`config.mk`:
```
export PLATFORM = sky130hd
export DESIGN_NAME = uart_sr_9bit
export DESIGN_NICKNAME = d
export VERILOG_FILES = /design/src/rtl/uart_sr_9bit_pkg.sv /design/src/rtl/flex_stp_sr.sv /design/src/rtl/uart_sr_9bit.sv
export SDC_FILE = /design/constraint.sdc
export NUM_CORES = 1
export LEC_CHECK = 0
export CORE_AREA = 2 2 39 41
export CTS_BUF_LIST = sky130_fd_sc_hd__clkbuf_16
export CTS_CLUSTER_SIZE = 24
export DETAILED_ROUTE_END_ITERATION = 8
export DIE_AREA = 0 0 41 43
export PLACE_DENSITY = 0.58
export SYNTH_ARGS = -nofsm -noshare
export SYNTH_HDL_FRONTEND = slang
export SYNTH_SLANG_ARGS = --single-unit
```
`constraint.sdc`:
```
create_clock -name clk -period 1 [get_ports clk]
set_clock_uncertainty 0.05 [all_clocks]
set_input_delay 0.2 -clock clk [delete_from_list [all_inputs] [get_ports clk]]
set_output_delay 0.2 -clock clk [all_outputs]
set_load 0.005 [all_outputs]
```
`src/rtl/uart_sr_9bit_pkg.sv`:
```
// Shared UART constants for the receive datapath.
//   DATA_BITS     : payload bits per frame
//   FRAME_SR_BITS : bits captured by the receive shift register (data + stop)
//   UART_IDLE     : line level when idle (mark)
package uart_sr_9bit_pkg;

    localparam int unsigned DATA_BITS     = 8;
    localparam int unsigned FRAME_SR_BITS = 9;
    localparam logic        UART_IDLE     = 1'b1;

endpackage

```
`src/rtl/flex_stp_sr.sv`:
```
// Generic serial-to-parallel shift register.
// Parameters:
//   NUM_BITS  : register width
//   SHIFT_MSB : 1 = shift toward MSB (new bit at LSB), 0 = shift toward LSB (new bit at MSB)
// Ports:
//   clk          : system clock, rising edge
//   n_rst        : asynchronous active-low reset, loads all ones
//   shift_enable : one shift per rising edge while high
//   serial_in    : serial input bit
//   parallel_out : register contents
module flex_stp_sr #(
    parameter int unsigned NUM_BITS  = 4,
    parameter bit          SHIFT_MSB = 1'b1
) (
    input  logic                clk,
    input  logic                n_rst,
    input  logic                shift_enable,
    input  logic                serial_in,
    output logic [NUM_BITS-1:0] parallel_out
);

    logic [NUM_BITS-1:0] sr_q;
    logic [NUM_BITS-1:0] sr_d;
    logic [NUM_BITS-1:0] shifted;

    // Separate single-bit case keeps the slices below legal for NUM_BITS == 1.
    if (NUM_BITS == 1) begin : g_single
        assign shifted = serial_in;
    end else if (SHIFT_MSB) begin : g_to_msb
        assign shifted = {sr_q[NUM_BITS-2:0], serial_in};
    end else begin : g_to_lsb
        assign shifted = {serial_in, sr_q[NUM_BITS-1:1]};
    end

    always_comb begin
        sr_d = sr_q;
        if (shift_enable) begin
            sr_d = shifted;
        end
    end

    // All-ones reset matches an idle (mark) serial line.
    always_ff @(posedge clk or negedge n_rst) begin
        if (!n_rst) begin
            sr_q <= '1;
        end else begin
            sr_q <= sr_d;
        end
    end

    assign parallel_out = sr_q;

endmodule

```
`src/rtl/uart_sr_9bit.sv`:
```
// UART receive shift register: captures 8 data bits and the stop bit LSB-first.
// Ports:
//   clk          : system clock, rising edge
//   n_rst        : asynchronous active-low reset, outputs return to idle (all ones)
//   shift_strobe : one shift per rising edge while high (once per bit period)
//   serial_in    : synchronized RX bit
//   packet_data  : received byte, bit 0 = first data bit received
//   stop_bit     : most recently received bit (stop bit once the frame is complete)
module uart_sr_9bit
    import uart_sr_9bit_pkg::*;
(
    input  logic                 clk,
    input  logic                 n_rst,
    input  logic                 shift_strobe,
    input  logic                 serial_in,
    output logic [DATA_BITS-1:0] packet_data,
    output logic                 stop_bit
);

    logic [FRAME_SR_BITS-1:0] frame;

    // New bits enter at the MSB so the first data bit ends up in bit 0 after a full frame.
    flex_stp_sr #(
        .NUM_BITS  (FRAME_SR_BITS),
        .SHIFT_MSB (1'b0)
    ) u_sr (
        .clk          (clk),
        .n_rst        (n_rst),
        .shift_enable (shift_strobe),
        .serial_in    (serial_in),
        .parallel_out (frame)
    );

    assign stop_bit    = frame[FRAME_SR_BITS-1];
    assign packet_data = frame[DATA_BITS-1:0];

endmodule

```
Yosys cells after proc, flatten, opt, wreduce, memory -nomap -nowiden
Cells that the tools add are included.

Word-level logic and storage cells: 1. Input bits: 4. Register bits after elaboration: 9. Output and inout bits: 9.

Logic depth before layout (Yosys ltp)
Depth after elaboration: 0. Mapped depth: 2. Depth with buffers taken out: 1.

Worst setup path before layout
No wires, ideal clock.

Kind: register to output. Start: register u_sr.sr_q[1] (netlist: u_sr.parallel_out[1]). End: output packet_data[1]. Setup slack: 0.231 ns. Required time: 0.750 ns. Stages on the path, launching flop included: 1. Data arrival time: 0.519 ns. Path buffers: 0. Cells stage by stage: dfstp_2.

RTL lines: start: declaration (RTL line flex_stp_sr.sv:22) `logic [NUM_BITS-1:0] sr_q;`; start signal: assignment (RTL line flex_stp_sr.sv:47) `sr_q <= sr_d;`; end: declaration (RTL line uart_sr_9bit.sv:16) `output logic [DATA_BITS-1:0] packet_data,`.

No word-level cell between the ends.

Worst setup path after layout
Start: register u_sr.sr_q[6] (netlist: u_sr.parallel_out[6]). End: output packet_data[6].

No word-level cell between the ends.

==> out/results.ini <==
[run_status]
status = finished with violations
violations = negative setup slack

[critical_path]
crit_required_ps = 750
worst-path-max-fanout = 2
worstPathCellList = buf_2
critical_path_class = flip-flop to primary output
path_buf_inv = 1
max_stage_delay_ps = 530
crit_slowest_cell = dfstp_2
cp-end-kind = primary output
crit_family = flip-flops
crit_path_start_kind = flip-flop
arrival_ps = 870

[floorplan]
initial_core_util = 0.277
pin_count = 13
core_um2 = 1380
die_area_um2 = 1760
dieWidth_um = 41
rows = 14
die_height_um = 43

[synthesis]
yosysWarnings = 0
yosys.area.top_type = dfstp_2
synth.avg_cell_area_um2 = 20.2
synth_seq_area_share = 0.618
ys.flop_type = dfstp_2
ys_top_cells_by_area = dfstp_2 62%, mux2_4 35%, buf_6 2.9%
ys_async_sr_fraction = 1.00
synth_seq_cells = 9
synth_common_cells = 9 x dfstp_2, 9 x mux2_4, 1 x buf_6
ys_types = 3
synth_area_um2 = 383
synth_edf_count = 0
post-synth-top-area-fraction = 0.618
syn_nets = 23
synth_cells = 19

[timing]
period_minus_slack_ps = 1120
worst_pin_slew_ps = 129
clock.fmax_ghz = 0.895
finalSetupViolations = 9
maxSlewHeadroom = 0.914
rsz0062_at_grt = yes
finalWorstSetupSlack_ps = -117
slew_viol_final = 0
finalHoldViolations = 0
fin_crit_sh = 1.12

[clock_network]
cts_max_level = 1
root_buffer = clkbuf_16
cts_tree = done
clk_pin_slew_ps = 40
cts_buffers = 3
clock_path_buffers = 2
clkLatencyLatePin_ps = 230
clock_sinks = 9
cts_hold_buf = 0
post_cts_buffers = 0

[power_and_ir_drop]
irDropWorstVdd_uv = 900
total_power_mw = 1.91
leakage_nw = 0.348
cellPowerDensity_nw_per_um2 = 2710

[grt]
grt_pass1_wl_um = 1220
grt_antenna_before_repair = 0
grt_pass1_vias = 264
grtUsageTotal = 0.113
grt_max_degree = 10
grt_remaining_overflow = 0

[placed_design]
gp_congestion = 0.594
port_buffers = 12
hpwlAfterDp_um = 502

[routing]
dr.pass1.iters = 2
via_count = 257
wirelength_um = 746
routed_via_density = 4.15
drc = 0
drt_iter0_drc = 1
wl_per_cell_um = 12.0
ant_nets = 0

[cells_and_area]
final_nets = 51
drive_above_1_share = 0.913
n_antenna_cell = 0
nFillCells = 122
fin_util = 0.508
area_delta_synth_final_pct = 83.7
largest_register_ffs = 9

[run]
cap_violations = 0

[hold_path]
hold_class = primary input to async pin

==> worst reg2reg max path, cell delays in order (launching register included) <==
cell and delay (ps):
dfstp_2 370, buf_4 130, mux2_4 260
==> cell usage in the layout (no fill, tap or decap), drive strengths merged <==
master | netlist | layout
dlygate4sd2 | 0 | 1
clkdlybuf4s50 | 0 | 2
clkbuf | 0 | 3
mux2 | 9 | 9
bufbuf | 0 | 1
dfstp | 9 | 9
inv | 0 | 1
buf | 1 | 20
==> worst paths after layout <==
| check | startpoint | to | depth (start not counted) | slack [ps] |
|---|---|---|---|---|
| max in group asynchronous | n_rst | u_sr.parallel_out[1]$_DFFE_PN1P_ | 2 | 480 |
| worst max-delay path | u_sr.parallel_out[6]$_DFFE_PN1P_ | packet_data[6] | 1 | -120 |
| min in group clk | shift_strobe | u_sr.parallel_out[5]$_DFFE_PN1P_ | 3 | 480 |
| worst min-delay path | n_rst | u_sr.parallel_out[2]$_DFFE_PN1P_ | 2 | 390 |
| worst max register to register | u_sr.parallel_out[7]$_DFFE_PN1P_ | u_sr.parallel_out[7]$_DFFE_PN1P_ | 2 | 120 |
| worst min register to register | u_sr.parallel_out[1]$_DFFE_PN1P_ | u_sr.parallel_out[0]$_DFFE_PN1P_ | 2 | 680 |
==> metrics by stage <==
stage / instance area (um^2) / hold slack, ps / setup TNS (ps) / setup WS, ps / cells
2_1_floorplan: 383 / 2.16 / 0 / 231 / 19
3_3_place_gp: 607 / 639 / -4810 / -287 / 57
3_5_place_dp: 607 / 639 / -4830 / -298 / 57
4_1_cts: 678 / 402 / -1030 / -123 / 62
5_1_grt: 703 / 421 / -1160 / -137 / 62
6_report: 703 / 394 / -966 / -117 / 62
==> layout make-up <==
| cell class | instances | area (um^2) | share of cell area |
|---|---|---|---|
| clock inverter | 1 | 3.75 | 0.00534 |
| tap | 16 | 20.0 | 0.0285 |
| timing repair buffer | 24 | 233 | 0.331 |
| sequential | 9 | 236 | 0.336 |
| clock buffer | 3 | 75.1 | 0.107 |
| multi-input combinational | 9 | 135 | 0.192 |
==> kinds of logic after synthesis <==
kind of cell  synth area share
mux                      0.353
flops                    0.618
buf+inv                 0.0294
==> power breakdown <==
part	total [mW]	internal, mW	switching [mW]
sequential	0.618	0.550	0.0679
clock	0.698	0.523	0.175
combinational	0.590	0.441	0.149
total	1.91	1.51	0.392
==> repair_timing <==
| action | in CTS | in global routing |
|---|---|---|
| gates resized for setup | 38 | 4 |
| setup endpoints to repair | 18 | 9 |
| cloned | 1 | 0 |
| hold endpoints to repair | 0 | 0 |
==> routing by layer <==
layer  part of all wire  track usage  up-vias  routed length (um)
met5                  0            0        -                   0
met2               0.46        0.144       13                 342
met3              0.083       0.0471        2                  62
li1                   -            -      119                   -
met4              0.032        0.100        0                  24
met1               0.42        0.137      123                 317
Power figures use the tool's default switching activity.
